===== src/rtl/vga_timing_gen.sv =====
// vga_timing_gen: 640x480@60 Hz raster timing generator.
// A clock divider produces a one-clk pixel strobe. Horizontal and vertical
// counters advance on that strobe. Blanking and sync are decoded
// combinationally from the registered counters, so they always match the
// counters shown in the same cycle. Per-frame and game-rate ticks let
// downstream logic run on clk through an enable.
module vga_timing_gen #(
  parameter int CLK_DIV  = 4,  // system clocks per pixel, >= 2
  parameter int MOVE_DIV = 2   // frames per move_tick, >= 1
) (
  input  logic        clk,
  input  logic        rst,
  output logic        pix_en,
  output logic [9:0]  hCount,
  output logic [9:0]  vCount,
  output logic        bright,
  output logic        hSync,
  output logic        vSync,
  output logic        frame_tick,
  output logic        move_tick,
  output logic [15:0] frame_cnt
);

  localparam int DIV_W = (CLK_DIV > 1) ? $clog2(CLK_DIV) : 1;
  localparam int MOV_W = (MOVE_DIV > 1) ? $clog2(MOVE_DIV) : 1;

  localparam logic [DIV_W-1:0] DIV_LAST = DIV_W'(CLK_DIV - 1);
  localparam logic [MOV_W-1:0] MOV_LAST = MOV_W'(MOVE_DIV - 1);

  // Horizontal geometry in pixels
  localparam logic [9:0] H_LAST      = 10'd799;
  localparam logic [9:0] H_SYNC_END  = 10'd95;
  localparam logic [9:0] H_VIS_START = 10'd144;
  localparam logic [9:0] H_VIS_END   = 10'd783;

  // Vertical geometry in lines
  localparam logic [9:0] V_LAST      = 10'd524;
  localparam logic [9:0] V_SYNC_END  = 10'd1;
  localparam logic [9:0] V_VIS_START = 10'd35;
  localparam logic [9:0] V_VIS_END   = 10'd514;

  logic [DIV_W-1:0] div;
  logic [DIV_W-1:0] div_nxt;
  logic [MOV_W-1:0] move_div;
  logic [MOV_W-1:0] move_div_nxt;
  logic [9:0]       h_nxt;
  logic [9:0]       v_nxt;
  logic [15:0]      frame_cnt_nxt;
  logic             line_end;
  logic             frame_end;
  logic             frame_wrap;

  // Next-state for divider, raster counters and frame bookkeeping
  always_comb begin
    div_nxt       = (div == DIV_LAST) ? '0 : div + DIV_W'(1);
    line_end      = (hCount == H_LAST);
    frame_end     = line_end && (vCount == V_LAST);
    frame_wrap    = pix_en && frame_end;
    h_nxt         = hCount;
    v_nxt         = vCount;
    frame_cnt_nxt = frame_cnt;
    move_div_nxt  = move_div;
    if (pix_en) begin
      h_nxt = line_end ? 10'd0 : hCount + 10'd1;
      if (line_end) begin
        v_nxt = (vCount == V_LAST) ? 10'd0 : vCount + 10'd1;
      end
    end
    if (frame_wrap) begin
      frame_cnt_nxt = frame_cnt + 16'd1;
      move_div_nxt  = (move_div == MOV_LAST) ? '0 : move_div + MOV_W'(1);
    end
  end

  // Registered state; pix_en is set together with div reaching its last value
  // so the strobe occupies exactly the cycle where div == CLK_DIV-1.
  always_ff @(posedge clk) begin
    if (rst) begin
      div        <= '0;
      pix_en     <= 1'b0;
      hCount     <= 10'd0;
      vCount     <= 10'd0;
      frame_cnt  <= 16'd0;
      move_div   <= '0;
      frame_tick <= 1'b0;
      move_tick  <= 1'b0;
    end else begin
      div        <= div_nxt;
      pix_en     <= (div_nxt == DIV_LAST);
      hCount     <= h_nxt;
      vCount     <= v_nxt;
      frame_cnt  <= frame_cnt_nxt;
      move_div   <= move_div_nxt;
      frame_tick <= frame_wrap;
      move_tick  <= frame_wrap && (move_div == MOV_LAST);
    end
  end

  // Visible window and active-low syncs decoded from the current counters
  always_comb begin
    bright = (hCount >= H_VIS_START) && (hCount <= H_VIS_END) &&
             (vCount >= V_VIS_START) && (vCount <= V_VIS_END);
    hSync  = !(hCount <= H_SYNC_END);
    vSync  = !(vCount <= V_SYNC_END);
  end

endmodule


===== config.mk =====
export PLATFORM = sky130hd
export DESIGN_NAME = vga_timing_gen
export DESIGN_NICKNAME = d
export VERILOG_FILES = /design/src/rtl/vga_timing_gen.sv
export SDC_FILE = /design/constraint.sdc
export NUM_CORES = 1
export LEC_CHECK = 0
export BUFFER_PORTS_ARGS = -buffer_cell sky130_fd_sc_hd__buf_4
export CAP_MARGIN = 15
export CELL_PAD_IN_SITES_DETAIL_PLACEMENT = 0
export CELL_PAD_IN_SITES_GLOBAL_PLACEMENT = 1
export CORE_MARGIN = 1
export CORE_UTILIZATION = 36
export DETAILED_ROUTE_END_ITERATION = 7
export PLACE_DENSITY_LB_ADDON = 0.1
export SETUP_SLACK_MARGIN = 0.4
export SYNTH_ARGS = -nofsm -noshare
export SYNTH_HDL_FRONTEND = slang
export SYNTH_SLANG_ARGS = --single-unit

===== constraint.sdc =====
create_clock -name clk -period 1.8 [get_ports clk]
set_input_delay 0.45 -clock clk [delete_from_list [all_inputs] [get_ports clk]]
set_output_delay 0.45 -clock clk [all_outputs]
set_load 0.02 [all_outputs]

==> results of run 1 <==
==> metal layers <==
layer | vias to the layer above | global-route usage | wire length, um
met5 | - | 0 | 0
met4 | 0 | 0.04286 | 53
met3 | 6 | 0.03429 | 161
met2 | 29 | 0.3265 | 3302
met1 | 1079 | 0.2411 | 2811
li1 | 1129 | - | -
==> logic make-up after synthesis <==
family                   synth area share
AND/OR/NAND/NOR                    0.3100
flip-flops                         0.3858
AO/OA/AOI/OAI                     0.08611
buffers and inverters             0.04879
multiplexers                      0.07176
XOR/XNOR                          0.04018
adder cells (fa/ha/maj)           0.05741
==> state kept, by name, summed over array words and instances, names as in the netlist <==
signal	flops
move_tick	1
hCount	10
div	2
pix_en	1
move_div	1
frame_cnt	16
vCount	10
frame_tick	1
==> area by class of cell <==
cell class	instances	area (um2)
Multi-Input combinational cell	189	1703
Fill cell	426	1692
Inverter	11	43.79
Sequential cell	42	892.1
Clock buffer	5	68.82
Clock inverter	3	43.79
Tap cell	72	90.09
Timing Repair Buffer	119	1142
==> through the flow <==
stage,setup WS (ps),hold WS (ps),instances,total power (W)
floorplan,-120.7,425.4,255,0.001006
global placement,-101.1,440.1,397,0.001023
detailed placement,-117.9,444.0,397,0.001025
CTS,-384.6,459.4,420,0.001797
global route,-429.4,500.2,441,0.001859
finish,-362.9,454.5,441,0.001782
==> Yosys cell counts (6+ instances only) <==
| cell type | number | area share |
|---|---|---|
| a21oi_1 | 13 | 0.030 |
| clkbuf_1 | 8 | 0.014 |
| dfxtp_1 | 42 | 0.39 |
| ha_1 | 10 | 0.057 |
| inv_1 | 11 | 0.019 |
| mux2_2 | 13 | 0.067 |
| nand2_1 | 11 | 0.019 |
| nand3_1 | 15 | 0.034 |
| nand4_1 | 8 | 0.023 |
| nor2_1 | 30 | 0.052 |
| nor2b_1 | 12 | 0.034 |
| nor3_1 | 16 | 0.037 |
| o21ai_0 | 7 | 0.016 |
| or3_1 | 6 | 0.017 |
| or4_1 | 6 | 0.021 |
==> final timing paths <==
check                         start                          to  slack (ps)  depth (start not counted)
min reg2reg       div[0]$_SDFF_PP0_           div[0]$_SDFF_PP0_         450                          1
max          hCount[4]$_SDFFE_PP0P_                      bright        -360                          3
min               div[0]$_SDFF_PP0_           div[0]$_SDFF_PP0_         450                          1
max reg2reg  hCount[6]$_SDFFE_PP0P_  frame_cnt[15]$_SDFFE_PP0P_        -270                         10
==> power groups by stage <==
stage	clock network (W)	logic, W	registers, W
2_1_floorplan	0	0.0000402	0.000965
3_3_place_gp	0	0.0000633	0.000960
3_5_place_dp	0	0.0000641	0.000961
4_1_cts	0.000790	0.0000735	0.000934
5_1_grt	0.000838	0.0000873	0.000933
6_report	0.000771	0.0000796	0.000931
==> worst max-delay path: stages, from the launching register on <==
cell      delay, ps
dfxtp_2         350
or4_1           590
a311oi_4        330
buf_6           150
==> timing repair <==
| item | in CTS | in global routing |
|---|---|---|
| pin swaps | 12 | 31 |
| gates resized for setup | 66 | 86 |
| buffers inserted | 14 | 19 |
| endpoints found under the setup margin | 48 | 57 |
| gates cloned | 1 | 2 |
| hold buffers | 0 | 0 |
==> reports/metrics.csv, run 1 <==
metric;value;unit
status;finished with violations;
failing checks;setup timing;
Mean Syn Cell Area;8.547;um2
nature of the critical path startpoint;flop;
layout cell share with drive strength beyond 1;0.6125;
CTS Buffer Depth;2;
initial antenna violation count;0;
Mapped Nets;267;
clock root buffer master;clkbuf_8;
CP arrival;1710;ps
Distinct cells, synth;36;
Core Footprint;5675;um2
Post-Route Utilization;0.7019;
layout net count;380;
Slew Limit Fails;0;
via count;2243;
I/O pin total;44;
Wirelength per Cell;14.35;um
WL final;6328;um
clock latency on the worst-skew pair;290;ps
Detailed Routing Iterations Pass 1;4;
Rel. slew slack;0.7266;
final hold vios;0;
die height;79.81;um
total clock sinks;42;
Crit. End Element;primary output;
DIE WIDTH;79.81;um
crit-path max FO;4;
leakage;1.787;nW
HPWL after detailed placement;3856;um
async set-reset flop share out of synthesis;0;
Post-synth EDFFs;0;
final setup fails;25;
Tightest Pin Transition;410.0;ps
Int Power;0.001373;W
routability cong.;0.7476;
cell area power density;447.3;nW/um2
CTS tree;yes;
Post-Layout Inst Area;3984;um2
Period minus WS final;2163;ps
largest net degree at the start of global routing;39;
gr usage total;0.1885;
max cap viols;0;
Yosys warning count;0;
Sum Neg Setup Slack;-5222;ps
top_reg_cell synth;dfxtp_1;
Core Rows;27;
Cells after Synth;255;
first-pass GRT wire length;9397;um
Detail Route Antenna Nets;0;
total CTS buffers;5;
clk slew on worst S/H paths;90;ps
Comb power frac;0.045;
full die area;6370;um2
commonest cells after routing, fill and taps aside;59 x buf_6, 57 x buf_4, 22 x nor2_1, 19 x dfxtp_1, 14 x dfxtp_2;
skew final;6.195;ps
share of power burned in registers;0.522;
kind of critical path;flop to primary output;
register area share after synthesis;0.3858;
Post-Synthesis Cell Area;2180;um2
Vias/cell;5.086;
DR iter-0 viols;97;
#FFs+latches synth;42;
sw frac;0.2297;
htree depth;2;
worst setup margin;-362.9;ps
vias in the first global route;2008;
Peak supply drop;0.0004328;V
fmax;462.3;MHz
gr ovfl total;0;
worst hold path type;flop to flop;
I/O Buffers;43;
most common cell after layout, fill and taps aside;buf_6;
period utilization;1.202;
residual DRC count;0;
dpl cell area;3002;um2
Clock power frac;0.433;
Area Overhead vs Synth;82.78;%
Starting Density;0.3840;
Ant. Diodes;0;
CP Data Required Time;1350;ps
Net Sw Power;0.0004093;W
RSZ-0062 raised after global routing;true;
Power figures use the tool's default switching activity.
==> run 2: changes to the inputs <==
- CORE_UTILIZATION: 36 -> 43
- clock period: 1.8 -> 2.6 ns (I/O delays scaled with it)
==> reports/metrics.csv, run 2 (same netlist as run 1, synthesis figures left out) <==
metric;value;unit;change
cell area power density;448.8;nW/um2;+0.35%
CTS tree;yes;;
Tightest Pin Transition;379.6;ps;-30.43 ps
HPWL after detailed placement;3121;um;-19%
Period minus WS final;2357;ps;
CP Data Required Time;1950;ps;+600 ps
Worst R2R Path Depth;4;;-6
Vias/cell;5.230;;+2.8%
Ant. Diodes;0;;unchanged
Final Power;0.001212;W;-32%
Post-Place Setup Slack;329.3;ps;+447.3 ps
Reg area;847.1;um2;-5.0%
# hold bufs at CTS;0;;unchanged
CP arrival;1710;ps;about the same
Fillers;485;;+14%
nature of the critical path startpoint;flop;;
Biggest register;frame_cnt;;
HP Start;div[0]$_SDFF_PP0_;;
r2r endpoint;frame_cnt[13]$_SDFFE_PP0P_;;
commonest cells after routing, fill and taps aside;45 x buf_4, 37 x dfxtp_1, 30 x nor2_1, 15 x nor3_1, 15 x nand3_1;;
htree depth;2;;unchanged
Detail Route Antenna Nets;0;;unchanged
kind of critical path;flop to primary output;;
full die area;5358;um2;-16%
DR iter-0 viols;56;;-42%
max cap viols;0;;unchanged
leakage;1.071;nW;-40%
max reg flops;16;;unchanged
reg2reg start;vCount[2]$_SDFFE_PP0P_;;
clock root buffer master;clkbuf_8;;
most common cell after layout, fill and taps aside;buf_4;;
layout net count;306;;-19%
Core Rows;25;;-7.4%
worst hold path type;flop to flop;;
Sum Neg Setup Slack;0;ps;+5222 ps
residual DRC count;0;;unchanged
I/O pin total;44;;unchanged
initial antenna violation count;0;;unchanged
Crit. End Element;primary output;;
CTS Buffer Depth;2;;unchanged
first-pass GRT wire length;7603;um;-19%
fmax;424.2;MHz;
routability cong.;0.8046;;+7.6%
Detailed Routing Iterations Pass 1;4;;unchanged
Core Footprint;4786;um2;-16%
total clock sinks;42;;unchanged
DIE WIDTH;73.20;um;-8.3%
Wirelength per Cell;12.14;um;-15%
clock latency on the worst-skew pair;280;ps;about the same
Slew Limit Fails;0;;unchanged
hold depth;1;;unchanged
status;finished clean;;
final hold vios;0;;unchanged
Area Overhead vs Synth;23.94;%;
via count;1888;;-16%
final hold slack;456.4;ps;+1.977 ps
total CTS buffers;5;;unchanged
reg-to-reg slack, setup;620;ps;+890 ps
vias in the first global route;1713;;-15%
skew final;3.261;ps;-2.934 ps
gr ovfl total;0;;unchanged
multi-input logic area;1267;um2;-26%
Largest regs;frame_cnt: 16 flops, hCount: 10 flops, vCount: 10 flops;;
worst setup margin;242.6;ps;+605.5 ps
Hold EP;div[0]$_SDFF_PP0_;;
layout cell share with drive strength beyond 1;0.2585;;-0.3540
RSZ-0062 raised after global routing;true;;
I/O Buffers;43;;unchanged
Post-Layout Inst Area;2701;um2;-32%
final setup fails;0;;-100%
period utilization;0.9067;;
dpl cell area;2562;um2;-15%
Starting Density;0.4554;;+0.07139
clk slew on worst S/H paths;80;ps;about the same
gr usage total;0.1807;;-0.007816
WL final;4383;um;-31%
largest net degree at the start of global routing;41;;+5.1%
crit-path max FO;6;;+2
Rel. slew slack;0.7462;;+0.01953
die height;73.20;um;-8.3%
Peak supply drop;0.0003917;V;-9.5%
## run 2: changes by cell type in the layout (fill, tap and decap cells not counted), sizes merged
cell    previous run  this run
a21o               2         1
buf              119        46
inv               12        11
clkinv             1         0
clkbuf             5         6
## run 2: worst max-delay path, cell delays in order (launching register included)
cell      delay, ps
dfxtp_2         360
nor4_4          300
o211ai_1        130
a22o_1          260
a311oi_4        230
buf_6           160
## run 2: what timing repair did
item,CTS,global route
resized for setup,6,2
pin swaps,2,1
buffers inserted,1,0
setup endpoints to repair,1,2
## run 2: layout make-up
| cell class | instances | share of cell area |
|---|---|---|
| clock inverter | 1 | 0.01112 |
| clock buffer | 6 | 0.03057 |
| multi-input combinational | 188 | 0.4692 |
| timing repair buffer | 46 | 0.1292 |
| sequential | 42 | 0.3136 |
| inverter | 11 | 0.01528 |
| tap | 67 | 0.03103 |
## run 2: stage by stage
| step | std cells | utilization |
|---|---|---|
| 2_1_floorplan | 255 | - |
| 3_5_place_dp | 353 | 0.5354 |
| 6_report | 361 | 0.5644 |
| 4_1_cts | 361 | 0.5639 |
| 3_3_place_gp | 353 | 0.5354 |
| 5_1_grt | 361 | 0.5644 |
## run 2: worst max path at each step
stage | to | depth (start not counted) | start
2_1_floorplan | bright | 4 | vCount[6]$_SDFFE_PP0P_
3_3_place_gp | bright | 5 | vCount[6]$_SDFFE_PP0P_
3_5_place_dp | bright | 5 | vCount[6]$_SDFFE_PP0P_
4_1_cts | bright | 5 | vCount[5]$_SDFFE_PP0P_
5_1_grt | bright | 5 | vCount[5]$_SDFFE_PP0P_
6_report | bright | 5 | vCount[5]$_SDFFE_PP0P_
## run 2: routing by layer
| metal | track usage | part of all wire | vias to the layer above | wire (um) |
|---|---|---|---|---|
| li1 | - | - | 984 | - |
| met1 | 0.2304 | 0.49 | 871 | 2152 |
| met2 | 0.3066 | 0.47 | 29 | 2057 |
| met3 | 0.04558 | 0.035 | 4 | 152 |
| met4 | 0.03922 | 0.0048 | 0 | 21 |
| met5 | 0 | 0 | - | 0 |
## run 2: power breakdown
group	switching, W	internal, W	leakage (nW)
Combinational	0.0000228	0.0000126	0.673
Clock	0.000214	0.000307	0.0573
Sequential	0.00000722	0.000649	0.341
==> run 3: changes to the inputs <==
- ABC_AREA: not set -> 1
- ABC_CLOCK_PERIOD_IN_PS: not set -> 2600
- CORE_UTILIZATION: 43 -> 42
==> reports/metrics.csv, run 3 <==
metric;value;unit;change
nature of the critical path startpoint;flop;;
CP Data Required Time;1950;ps;about the same
CP Depth;6;;+1
max cap viols;0;;unchanged
top_reg_cell synth;dfxtp_1;;
hold depth;1;;unchanged
kind of critical path;flop to primary output;;
total clock sinks;42;;unchanged
Vias/cell;4.844;;-7.4%
routability cong.;0.8125;;+0.98%
clock root buffer master;clkbuf_8;;
Cell Chain, Critical Path;nor2_4 > nand2_1 > inv_1 > a41oi_1 > a21oi_1 > buf_4;;
Worst R2R Path Depth;9;;+5
#FFs+latches synth;42;;unchanged
Largest regs;frame_cnt: 16 flops, hCount: 10 flops, vCount: 10 flops;;
WL final;5573;um;+27%
CTS Buffer Depth;2;;unchanged
total CTS buffers;5;;unchanged
Sum Neg Setup Slack;0;ps;unchanged
CTS tree;yes;;
gr usage total;0.2010;;+0.02032
Peak supply drop;0.0002224;V;-43%
Detail Route Antenna Nets;0;;unchanged
die height;77.45;um;+5.8%
CP peak stage delay;560;ps;+200 ps
Core Rows;27;;+8.0%
Synth top area share;0.3516;;-0.03412
layout net count;419;;+37%
CP Buf/Inv Count;2;;+1
slowest CP cell;dfxtp_1;;
vias in the first global route;2154;;+26%
Area Overhead vs Synth;20.72;%;
period utilization;0.8108;;-0.09587
full die area;5999;um2;+12%
Mapped Nets;372;;+39%
most common cell after layout, fill and taps aside;nand2_1;;
residual DRC count;0;;unchanged
HPWL after detailed placement;4221;um;+35%
most area-hungry cell type in the Yosys netlist;dfxtp_1;;
first-pass GRT wire length;9639;um;+27%
initial antenna violation count;0;;unchanged
skew final;11.63;ps;+8.364 ps
clk slew on worst S/H paths;80;ps;about the same
Rel. slew slack;0.7387;;-0.007473
Final Power;0.001215;W;+0.25%
synth cell count leaders;87 x nand2_1, 58 x inv_1, 55 x nor2_1;;
leakage;1.322;nW;+23%
crit-path max FO;8;;+2
final setup fails;0;;unchanged
Cells after Synth;360;;+41%
final hold vios;0;;unchanged
layout cell share with drive strength beyond 1;0.1887;;-0.06978
Tightest Pin Transition;391.4;ps;+11.81 ps
I/O pin total;44;;unchanged
CP arrival;1460;ps;-250 ps
Crit. End Element;primary output;;
Slew Limit Fails;0;;unchanged
register area share after synthesis;0.3516;;-0.03412
htree depth;2;;unchanged
CP delay by family, top;flip-flops;;
fmax;474.4;MHz;+12%
status;finished clean;;
Biggest register;frame_cnt;;
Detailed Routing Iterations Pass 1;5;;+1
worst hold path type;flop to flop;;
Mean Syn Cell Area;6.642;um2;-22%
max reg flops;16;;unchanged
Post-synth EDFFs;0;;unchanged
worst setup margin;491.9;ps;+249.3 ps
# hold bufs at CTS;0;;unchanged
cell area power density;421.1;nW/um2;-6.2%
via count;2325;;+23%
commonest cells after routing, fill and taps aside;87 x nand2_1, 57 x inv_1, 55 x nor2_1, 45 x buf_4, 38 x dfxtp_1;;
DIE WIDTH;77.45;um;+5.8%
clock latency on the worst-skew pair;300;ps;+20 ps
Distinct cells, synth;31;;-14%
Yosys warning count;0;;unchanged
Core Footprint;5507;um2;+15%
gr ovfl total;0;;unchanged
Post-Synthesis Cell Area;2391;um2;+9.7%
async set-reset flop share out of synthesis;0;;unchanged
DR iter-0 viols;64;;+14%
largest net degree at the start of global routing;16;;-61%
RSZ-0062 raised after global routing;false;;
Ant. Diodes;0;;unchanged
Wirelength per Cell;11.61;um;-4.4%
Period minus WS final;2108;ps;-249.3 ps
ranking of synthesized cells by area;dfxtp_1 35%, nand2_1 14%, inv_1 9.1%;;
Post-Place Setup Slack;778.1;ps;+448.8 ps
top-count cell post-synth;nand2_1;;
I/O Buffers;43;;unchanged
Starting Density;0.4342;;-0.02121
-- run 3: through the flow --
stage	utilization	std cells	hold slack, ps	instance area, um2
CTS	0.5215	479	475.3	2872
detailed placement	0.5022	471	444.3	2765
floorplan	-	360	425.4	2391
global placement	0.5022	471	437.1	2765
finish	0.5242	480	477.0	2887
global route	0.5242	480	507.0	2887
-- run 3: final cells by class --
class / instances / area, um2
timing repair buffer: 45 / 337.8
fill: 584 / 2620
clock buffer: 7 / 76.32
clock inverter: 1 / 30.03
tap: 72 / 90.09
multi-input combinational: 253 / 1279
inverter: 60 / 225.2
sequential: 42 / 848.3
-- run 3: where the power goes --
group | total (W) | switching [W] | internal (W)
sequential | 0.000656 | 0.00000761 | 0.000649
combinational | 0.0000440 | 0.0000290 | 0.0000151
clock | 0.000515 | 0.000228 | 0.000288
-- run 3: worst reg2reg max path, stage by stage, from the launching register on --
cell and delay (ps):
dfxtp_4 360, inv_1 150, ha_1 190, nand3_2 100, nor3_1 360, nand2_2 130
nand2_2 150, inv_2 90, nand2_1 80, nor2_1 40
-- run 3: cell families (layout without fill, tap and decap cells) --
| kind of cell | Yosys count | after routing | share of synthesized area |
|---|---|---|---|
| flops | 42 | 42 | 0.3516 |
| fa+ha+maj | 10 | 10 | 0.05233 |
| compound gates | 35 | 35 | 0.08582 |
| simple gates | 205 | 205 | 0.3857 |
| buf+inv | 65 | 113 | 0.1136 |
| xor+xnor | 3 | 3 | 0.01099 |
-- run 3: path summary, 6_finish.rpt --
path	from	slack [ps]	end
worst min register to register	div[0]$_SDFF_PP0_	480	div[0]$_SDFF_PP0_
worst min-delay path	div[0]$_SDFF_PP0_	480	div[0]$_SDFF_PP0_
worst max register to register	vCount[0]$_SDFFE_PP0P_	820	vCount[9]$_SDFFE_PP0P_
worst max-delay path	vCount[4]$_SDFFE_PP0P_	490	bright
-- run 3: per-layer routing --
layer  routed length, um  track usage  vias up
li1                    -            -     1218
met4                  66      0.06604        0
met1                2650       0.2469     1056
met3                 215      0.04471        7
met2                2640       0.3451       44
met5                   0            0        -
-- run 3: repair_timing --
item	CTS	global route
buffers inserted	0	1
hold endpoints to repair	0	0
gates resized for setup	0	7
endpoints found under the setup margin	0	1
